===== src/rtl/four_operand_accum_seq_pkg.sv =====
// four_operand_accum_seq_pkg: shared widths and FSM encoding for the grouped accumulator
package four_operand_accum_seq_pkg;
  localparam int OPND_W = 6;
  localparam int GRP_N = 4;
  localparam int GRP_SUM_W = 9;
  localparam int ACC_W_DEF = 12;
  typedef enum logic [1:0] {FILL = 2'd0, SUM = 2'd1, DONE = 2'd2} state_t;
endpackage


===== src/rtl/six_bits_four_inputs_adder.sv =====
// six_bits_four_inputs_adder: adds four 6-bit operands plus carry-in into {cout,e}
module six_bits_four_inputs_adder (
  input  logic [5:0] a,
  input  logic [5:0] b,
  input  logic [5:0] c,
  input  logic [5:0] d,
  input  logic       cin,
  output logic [7:0] e,
  output logic       cout
);
  assign {cout, e} = {3'b0, a} + {3'b0, b} + {3'b0, c} + {3'b0, d} + {8'b0, cin};
endmodule


===== src/rtl/four_operand_accum_seq.sv =====
// four_operand_accum_seq: collects operands in groups of four and accumulates each frame's sum
module four_operand_accum_seq
  import four_operand_accum_seq_pkg::*;
#(
  parameter int ACC_W = ACC_W_DEF
) (
  input  logic             clk,
  input  logic             rst,
  input  logic             in_valid,
  output logic             in_ready,
  input  logic [5:0]       in_data,
  input  logic             in_last,
  output logic             out_valid,
  input  logic             out_ready,
  output logic [ACC_W-1:0] out_sum,
  output logic             out_ovf
);
  state_t state;
  logic [1:0] idx;
  logic [GRP_N-1:0][OPND_W-1:0] slot;
  logic last_q;
  logic [ACC_W-1:0] acc;
  logic ovf;
  logic [GRP_SUM_W-2:0] e;
  logic cout;
  logic [ACC_W:0] nxt;
  six_bits_four_inputs_adder u_add (
    .a(slot[0]),
    .b(slot[1]),
    .c(slot[2]),
    .d(slot[3]),
    .cin(1'b0),
    .e(e),
    .cout(cout)
  );
  // extra top bit of nxt is the carry out of the accumulator
  assign nxt = {1'b0, acc} + {{(ACC_W - GRP_SUM_W + 1){1'b0}}, cout, e};
  assign in_ready = state == FILL;
  assign out_valid = state == DONE;
  assign out_sum = acc;
  assign out_ovf = ovf;
  always_ff @(posedge clk) begin
    if (rst) begin
      state <= FILL;
      idx <= '0;
      slot <= '0;
      last_q <= 1'b0;
      acc <= '0;
      ovf <= 1'b0;
    end else begin
      case (state)
        FILL: if (in_valid) begin
          slot[idx] <= in_data;
          idx <= idx + 2'd1;
          if (idx == 2'd3 || in_last) begin
            state <= SUM;
            last_q <= in_last;
          end
        end
        SUM: begin
          acc <= nxt[ACC_W-1:0];
          ovf <= ovf | nxt[ACC_W];
          idx <= '0;
          slot <= '0;
          state <= last_q ? DONE : FILL;
        end
        DONE: if (out_ready) begin
          state <= FILL;
          acc <= '0;
          ovf <= 1'b0;
        end
        default: state <= FILL;
      endcase
    end
  end
endmodule


===== config.mk =====
export PLATFORM = sky130hd
export DESIGN_NAME = four_operand_accum_seq
export DESIGN_NICKNAME = d
export VERILOG_FILES = /design/src/rtl/four_operand_accum_seq_pkg.sv /design/src/rtl/six_bits_four_inputs_adder.sv /design/src/rtl/four_operand_accum_seq.sv
export SDC_FILE = /design/constraint.sdc
export NUM_CORES = 1
export LEC_CHECK = 0
export BUFFER_PORTS_ARGS = -buffer_cell sky130_fd_sc_hd__buf_2
export CAP_MARGIN = 20
export CORE_MARGIN = 2
export CORE_UTILIZATION = 30
export DETAILED_ROUTE_END_ITERATION = 16
export PLACE_DENSITY_LB_ADDON = 0.2
export SLEW_MARGIN = 20
export SYNTH_ARGS = -nofsm -noshare
export SYNTH_HDL_FRONTEND = slang
export SYNTH_HIERARCHICAL = 1
export SYNTH_SLANG_ARGS = --single-unit

===== constraint.sdc =====
create_clock -name clk -period 5.2 [get_ports clk]
set_input_delay 0.78 -clock clk [delete_from_list [all_inputs] [get_ports clk]]
set_output_delay 0.78 -clock clk [all_outputs]
set_load 0.01 [all_outputs]

Word level (Yosys, flattened, before mapping)
Cells that the tools add are included.
{"block": "op_classes", "n_bitwise": 1, "n_lt_le_gt_ge": 2, "n_reduce_logical": 9, "eq_ne": 6, "n_mux": 16, "addsub": 5}
{"cell": "24-bit case mux with 2 select lines", "n": 1}
{"cell": "24-bit bitwise mux", "n": 1}
{"cell": "24-bit two-way mux", "n": 1}
{"cell": "12-bit case mux with 2 select lines", "n": 1}
{"cell": "9-bit by 6-bit adder with 9-bit output", "n": 2}
{"cell": "12-bit by 9-bit adder with 13-bit output", "n": 1}
{"cell": "6-bit demux with 2-bit select", "n": 1}
{"cell": "12-bit two-way mux", "n": 1}
{"cell": "2-bit two-way mux", "n": 5}
{"cell": "6-bit by 6-bit adder with 7-bit output", "n": 1}
{"cell": "6-bit two-way mux", "n": 1}
{"cell": "2-bit case mux with 3 select lines", "n": 1}
{"cell": "3-bit AND reduction", "n": 2}
{"cell": "2-bit == test (second input constant)", "n": 2}
{"cell": "2-bit by 1-bit inequality test with 1-bit output (second input constant)", "n": 2}
{"cell": "2-bit case mux with 2 select lines", "n": 1}
{"cell": "2-bit AND reduction", "n": 2}
{"cell": "2-bit nonzero test", "n": 2}
{"cell": "2-bit by 3-bit less-than comparator with 1-bit output (second input constant)", "n": 1}
{"cell": "2-bit by 1-bit adder with 2-bit output (second input constant)", "n": 1}
{"cell": "2-bit by 1-bit == test with 1-bit output (second input constant)", "n": 1}
{"cell": "2-bit by 1-bit >= comparator with 1-bit output (second input constant)", "n": 1}
{"cell": "2-bit logical NOT", "n": 1}
{"cell": "2-bit inequality test (second input constant)", "n": 1}
{"cell": "other kinds (5)", "n": 5}
{"block": "word_totals", "wordCells": 48, "inputBits": 11, "register_bits": 42}

Longest topological paths before layout
Gate-level depths: netlist of run 1.
{"block": "depth", "depth_word": 7, "ltp_mapped": 17, "ltp_nobuf": 17}

Modules after synthesis
The synthesis of run 1 kept the hierarchy.
{"mod": "four_operand_accum_seq", "area_per_inst_um2": 2059.5, "n_inst": 1, "cells_each": 231}
{"mod": "six_bits_four_inputs_adder", "area_per_inst_um2": 601.8, "n_inst": 1, "cells_each": 72}

Least setup slack after synthesis of run 1
No wires, ideal clock.
{"block": "synth_timing", "path_kind": "register to register", "start": "reg slot[1] in the netlist's numbering", "end": "reg acc[9] (netlist: out_sum[9])", "stages_incl_launch_ff": 18, "setup_time_ns": 0.070, "slack_ns": 1.487, "arrival_time_ns": 3.643, "path_buffers": 0, "cell_sequence": "dfxtp_1 inv_1 fa_1 fa_1 inv_1 ha_1 inv_1 fa_1 nor2b_4 o31a_1 o21ai_0 nand2b_1 ha_1 and4_1 a41oi_2 a21boi_1 or3_1 a21oi_1"}
{"block": "synth_between", "elab_chain_len": 5}
{"element": "start: declaration", "line_no": "four_operand_accum_seq.sv:20", "rtl": "logic [GRP_N-1:0][OPND_W-1:0] slot;"}
{"element": "start signal: indexed assignment", "line_no": "four_operand_accum_seq.sv:53", "rtl": "slot[idx] <= in_data;"}
{"element": "6-bit by 6-bit adder with 7-bit output", "line_no": "six_bits_four_inputs_adder.sv:11", "rtl": "assign {cout, e} = {3'b0, a} + {3'b0, b} + {3'b0, c} + {3'b0, d} + {8'b0, cin};"}
{"element": "9-bit by 6-bit adder with 9-bit output (2 in series)", "line_no": "six_bits_four_inputs_adder.sv:11"}
{"element": "via e[7]", "line_no": "four_operand_accum_seq.sv:24", "rtl": "logic [GRP_SUM_W-2:0] e;"}
{"element": "12-bit by 9-bit adder with 13-bit output", "line_no": "four_operand_accum_seq.sv:37", "rtl": "assign nxt = {1'b0, acc} + {{(ACC_W - GRP_SUM_W + 1){1'b0}}, cout, e};"}
{"element": "12-bit case mux with 2 select lines", "line_no": "four_operand_accum_seq.sv:51", "rtl": "case (state)"}
{"element": "end signal: assignment", "line_no": "four_operand_accum_seq.sv:61", "rtl": "acc <= nxt[ACC_W-1:0];"}
{"element": "end: declaration", "line_no": "four_operand_accum_seq.sv:22", "rtl": "logic [ACC_W-1:0] acc;"}
The timed path passes the listed nets, and every way through them passes these cells.
A chain may end at the register's enable or synchronous reset.

Worst setup path after layout of run 1
Same ends and word-level chain as after synthesis.

==> run summary, run 1 <==
status: finished clean
Synth Instances: 303
die area: 9640 um2
Crit. End Element: flop
WL final: 5700 um
fin util: 33.9%
clk slew on worst S/H paths: 0.10 ns
cts bufs inserted: 5
P per Cell Area: 227 nW/um2
multi-input combinational cell area: 1590 um2
critical path data required time: 5.44 ns
gr usage total: 12.5%
Max IR drop VDD: 0.0939 mV
top post-synthesis cells by area: dfxtp_1, fa_1, ha_1
layout cells sized above 1: 13.8%
final period utilization: 75.9%
YS warnings: 6
FF-to-FF setup slack: 1.25 ns
CP startpoint kind: flop
CTS tree: yes
Min Clock Period, post-route: 3.95 ns
max-cap violations: 0
htree depth: 2
Worst Setup SP: slot[1]
number of synthesized flops with an enable pin: 0
Synth async-reset ratio: 0%
# IOs: 26
Post-DP Area: 2850 um2
routability cong.: 0.834
first-pass GRT wire length: 9930 um
initial antenna violation count: 0
crit path DAT: 4.19 ns
Fillers: 954
Worst R2R Start: slot[1]
Area growth syn-to-layout: 10.4%
n_diodes: 0
Syn Nets: 347
Worst-Margin Slew: 0.676 ns
Slew headroom: 54.9%
DR vias/cell: 4.82
Synth Cell Area: 2660 um2
Yosys top cell area share: 31.6%
HP Class: reg2reg
Pre-antenna DRT Iters: 4
Cell variety after synth: 49
dpl hpwl: 4500 um
Remaining Overflow, GRT: 0
P_leak: 1.30 nW
Reg area: 841 um2
Die X: 98.2 um
Synth top cells by count: dfxtp_1, inv_1, nor2_1
row cnt: 34
clk_skew: 0.0136 ns
DR DRC count: 0
largest net degree at the start of global routing: 37
Initial Utilization: 30.7%
Post-Layout Inst Area: 2940 um2
CTS sink cnt: 42
sequential fraction of the synthesis area: 31.6%
post-cts hold buffer count: 0
Chip Height: 98.2 um
DR WL/cell: 13.4 um
dominant synthesized flop cell: dfxtp_1
Pins Over Slew Limit: 0
Non-Filler Instances: 427
Worst Path Max Fanout: 6
Final Power: 667 uW
vias in the first global route: 2074
Post-Place Worst Slack: 1.27 ns
Fin Setup TNS: 0 ns
Seq cells post-synth: 42
Worst-Skew Late Latency: 0.30 ns
routed via count: 2059
placeable core area: 8680 um2
CTS max path bufs: 2
HP Start: slot[22]
Hold Worst Slack: 0.456 ns
post-route ant nets: 0
RSZ-0062 raised after global routing: no
postcts setup bufs: 0
setup slack after layout: 1.25 ns
I/O Buffers: 25
placed instance count: 419
root buffer cell: clkbuf_8
most common cell in the netlist: dfxtp_1
Synth area leader: dfxtp_1
post_cts resized: 0
Hold Vio Cnt, Final: 0
DR iter-0 viols: 67
kind of critical path: reg2reg
final setup fails: 0
Avg Cell Area, Syn: 8.78 um2
Final nets: 362
Max Fclk: 0.253 GHz
==> power breakdown <==
part / leakage (nW) / total (mW) / internal [mW] / switching [mW]
clock: 0.0408 / 0.224 / 0.0962 / 0.128
combinational: 0.919 / 0.104 / 0.0418 / 0.0624
sequential: 0.340 / 0.338 / 0.331 / 0.00739
==> layout make-up <==
cell class / count / share of cell area, %
clock buffer: 5 / 2.34
tap: 108 / 4.60
multi-input combinational: 204 / 54.3
sequential: 42 / 28.6
inverter: 40 / 5.11
timing repair buffer: 25 / 4.26
clock inverter: 3 / 0.809
==> critical path: stages (launching register included) <==
cell and delay (ns):
dfxtp_1 0.34, inv_1 0.06, fa_1 0.49, fa_1 0.51, inv_1 0.04, ha_1 0.23, inv_1 0.08, fa_1 0.26
nor2b_4 0.05, o31a_1 0.25, o21ai_0 0.14, nand2b_1 0.08, ha_1 0.39, and4_1 0.22, a41oi_2 0.14, a21boi_1 0.16
or3_1 0.30, a21oi_1 0.14
==> layout by cell type (no fill, tap or decap), types with 2 or more instances in the layout <==
cell type and count:
dfxtp_1 42, inv_1 40, nor2_1 33, buf_2 25, a22oi_1 24, a21oi_1 19
ha_1 19, fa_1 14, nand2_1 11, xnor2_1 7, nand2b_1 5, o21a_1 5
a21o_1 5, nand3_1 5, o21ai_0 5, a22o_1 5, clkbuf_8 5, or2_2 4
and3_1 4, nand4_1 3, a31oi_1 3, nor2b_1 2, o21bai_1 2, or3_1 2
a311oi_1 2, o31a_1 2, xor2_1 2, clkinvlp_4 2, conb_1 2
==> final timing paths <==
| check | endpoint | cells after the start |
|---|---|---|
| max reg2reg | out_sum[9] | 17 |
| min | slot[22] | 2 |
| min reg2reg | slot[22] | 2 |
| max | out_sum[9] | 17 |
==> layer usage <==
metal | track usage, % | routed length (um)
met1 | 16.7 | 2880
met2 | 20.8 | 2630
met3 | 2.58 | 169
met4 | 2.85 | 31
met5 | 0 | 0
==> cells by family after synthesis <==
family | synth area share, %
AO/OA/AOI/OAI | 23.1
AND/OR/NAND/NOR | 13.7
buffers and inverters | 8.51
flip-flops | 31.6
adder cells (fa/ha/maj) | 19.5
XOR/XNOR | 2.96
other | 0.282
multiplexers | 0.376
==> flip-flops by register name (all words and copies together) (netlist names) <==
| name | count |
|---|---|
| slot | 24 |
| out_sum | 12 |
| idx | 2 |
| state | 2 |
| last_q | 1 |
| out_ovf | 1 |
Power figures use the tool's default switching activity.
==> inputs of run 2 (changes only) <==
Settings changed: ABC_AREA set to 1.
Clock period 5.2 ns to 3.6 ns, I/O delays scaled along.
==> run 2 against run 1 <==
  * Final cell count rose by 22%
  * Via count increased by 18%
  * Critical endpoint is now out_ovf
  * Synthesized area rose by 3.7%
  * Power rose by 62%
  * Register-to-register slack got worse by 1.0 ns
  * Largest power group unchanged
  * Maximum frequency is 16% higher
  * Highest routed layer unchanged
  * Utilization grew 2.9 points
==> run summary, run 2 <==
Pre-antenna DRT Iters: 4 (unchanged)
Worst-Skew Late Latency: 0.30 ns (about the same)
fin util: 36.8% (+2.9 points)
post-cts hold buffer count: 0 (unchanged)
Synth Cell Area: 2760 um2 (+3.7%)
dominant synthesized flop cell: dfxtp_1
Crit. End Element: flop
Post-Layout Inst Area: 3240 um2 (+10%)
FF-to-FF setup slack: 0.20 ns (-1.05 ns)
Hold Vio Cnt, Final: 0 (unchanged)
clk_skew: 0.00522 ns (-0.00840 ns)
DR vias/cell: 4.65 (-3.5%)
Cell variety after synth: 32 (-35%)
vias in the first global route: 2308 (+11%)
dpl hpwl: 4990 um (+11%)
CTS tree: yes
# IOs: 26 (unchanged)
first-pass GRT wire length: 11000 um (+11%)
Avg Cell Area, Syn: 7.17 um2 (-18%)
Synth async-reset ratio: 0% (unchanged)
row cnt: 34 (unchanged)
Critical Path Sink: out_ovf
Hold Worst Slack: 0.464 ns (+0.00860 ns)
Worst Setup SP: slot[13]
Initial Utilization: 31.3% (+0.66 points)
routed via count: 2429 (+18%)
root buffer cell: clkbuf_8
Reg area: 842 um2 (+0.15%)
Syn Nets: 429 (+24%)
CTS max path bufs: 2 (unchanged)
CTS sink cnt: 42 (unchanged)
Area growth syn-to-layout: 17.4%
HP Class: reg2reg
Most flops, register: slot
Min Clock Period, post-route: 3.40 ns (-0.554 ns)
Slew headroom: 50.3% (-4.7 points)
gr usage total: 13.9% (+1.4 points)
DR WL/cell: 12.7 um (-5.1%)
Yosys top cell area share: 30.5% (-1.1 points)
Worst Path Max Fanout: 5 (-1)
YS warnings: 6 (unchanged)
HP Start: slot[21]
Remaining Overflow, GRT: 0 (unchanged)
clk slew on worst S/H paths: 0.09 ns (about the same)
Synth area leader: dfxtp_1
top post-synthesis cells by area: dfxtp_1, nand2_1, fa_1
n_diodes: 0 (unchanged)
Fillers: 959 (+0.52%)
R2R Path End: out_ovf
layout cells sized above 1: 19.6% (+5.8 points)
Max IR drop VDD: 0.141 mV (+50%)
kind of critical path: reg2reg
htree depth: 2 (unchanged)
Die X: 99.9 um (+1.7%)
Seq cells post-synth: 42 (unchanged)
critical path data required time: 3.80 ns (-1.64 ns)
largest net degree at the start of global routing: 38 (+2.7%)
CP startpoint kind: flop
final period utilization: 94.3% (+18 points)
Synth Instances: 385 (+27%)
P_leak: 1.47 nW (+13%)
initial antenna violation count: 0 (unchanged)
Pins Over Slew Limit: 0 (unchanged)
routability cong.: 0.800 (-4.1%)
FF-to-FF path depth: 19 (+2)
status: finished clean
leading cell types in the layout, fill and taps excluded: nand2_1, inv_1, dfxtp_1
commonest non-fill, non-tap cell in the layout: nand2_1
P per Cell Area: 334 nW/um2 (+47%)
Final nets: 457 (+26%)
Final Power: 1.08 mW (+62%)
WL final: 6620 um (+16%)
cts bufs inserted: 5 (unchanged)
most common cell in the netlist: nand2_1
max reg flops: 24 (unchanged)
Worst R2R Start: slot[13]
Chip Height: 99.9 um (+1.7%)
placeable core area: 8810 um2 (+1.5%)
max-cap violations: 0 (unchanged)
crit path DAT: 3.60 ns (-0.59 ns)
DR DRC count: 0 (unchanged)
Synth top cells by count: nand2_1, inv_1, dfxtp_1
die area: 9980 um2 (+3.5%)
I/O Buffers: 25 (unchanged)
Worst-Margin Slew: 0.746 ns (+0.0699 ns)
Post-DP Area: 2990 um2 (+4.9%)
final setup fails: 0 (unchanged)
post-route ant nets: 0 (unchanged)
number of synthesized flops with an enable pin: 0 (unchanged)
Max Fclk: 0.295 GHz (+16%)
multi-input combinational cell area: 1740 um2 (+9.3%)
sequential fraction of the synthesis area: 30.5% (-1.1 points)
DR iter-0 viols: 43 (-36%)
==> run 2: cell types whose count changed in the layout (fill, tap and decap cells not counted), moves of 6 or more <==
cell / previous run / this run
inv_1: 40 / 63
nand3_2: 0 / 7
a21oi_2: 1 / 7
nand3_1: 5 / 21
a22oi_1: 24 / 6
nand2_2: 0 / 9
nor2_1: 33 / 25
a21oi_1: 19 / 33
nand2_1: 11 / 94
==> run 2: cells by family after synthesis <==
group / share of synthesized area [%]
AND/OR/NAND/NOR: 26.4
buffers and inverters: 10.6
AO/OA/AOI/OAI: 12.5
flip-flops: 30.5
adder cells (fa/ha/maj): 18.8
XOR/XNOR: 0.953
other: 0.272
==> run 2: worst min-delay path by stage <==
stage / endpoint / cells after the start
detailed placement: slot[11] / 2
CTS: slot[11] / 2
finish: slot[21] / 2
global placement: slot[1] / 2
global route: state[0] / 3
floorplan: state[1] / 2
==> run 2: report_power, final <==
part           switching, mW  internal (mW)  total [mW]
clock                  0.181          0.208       0.389
sequential            0.0132          0.481       0.494
combinational          0.127         0.0712       0.198
==> run 2: area by class of cell <==
cell class                 count  share of cell area, %
sequential                    42                   26.0
inverter                      69                   8.00
tap                          108                   4.17
clock inverter                 3                   1.35
clock buffer                   5                   2.12
timing repair buffer          28                   4.56
multi-input combinational    267                   53.8
==> run 2: metal layers <==
layer,track usage [%],up-vias,part of all wire [%],routed length (um)
met5,0,-,0,0
met4,2.85,0,0.44,29
met3,3.20,2,3.4,222
met2,23.5,35,49,3220
met1,18.2,1130,48,3150
li1,-,1262,-,-
==> run 2: through the flow <==
stage | setup TNS [ns] | setup WS (ns) | std cells
5_1_grt | -0.00827 | -0.00827 | 522
6_report | 0 | 0.205 | 522
2_1_floorplan | 0 | 0.304 | 385
4_1_cts | 0 | 0.0154 | 519
3_3_place_gp | 0 | 0.102 | 511
3_5_place_dp | 0 | 0.0289 | 511
==> run 2: critical path: stages (launching register included) <==
cell and delay (ns):
dfxtp_2 0.35, inv_2 0.04, fa_1 0.54, fa_1 0.40
inv_1 0.07, ha_2 0.17, inv_1 0.05, fa_2 0.35
nand3b_1 0.17, nand2_2 0.10, xor2_2 0.20, ha_4 0.25
nand2_1 0.07, nand2_2 0.06, inv_2 0.06, nand2_1 0.05
nand2_1 0.06, nand3_2 0.11, a21oi_2 0.15, nor2_1 0.04
==> run 2: timing repair <==
item,4_1_cts,5_1_grt
buffers inserted,0,3
endpoints found under the setup margin,0,8
resized for setup,0,30
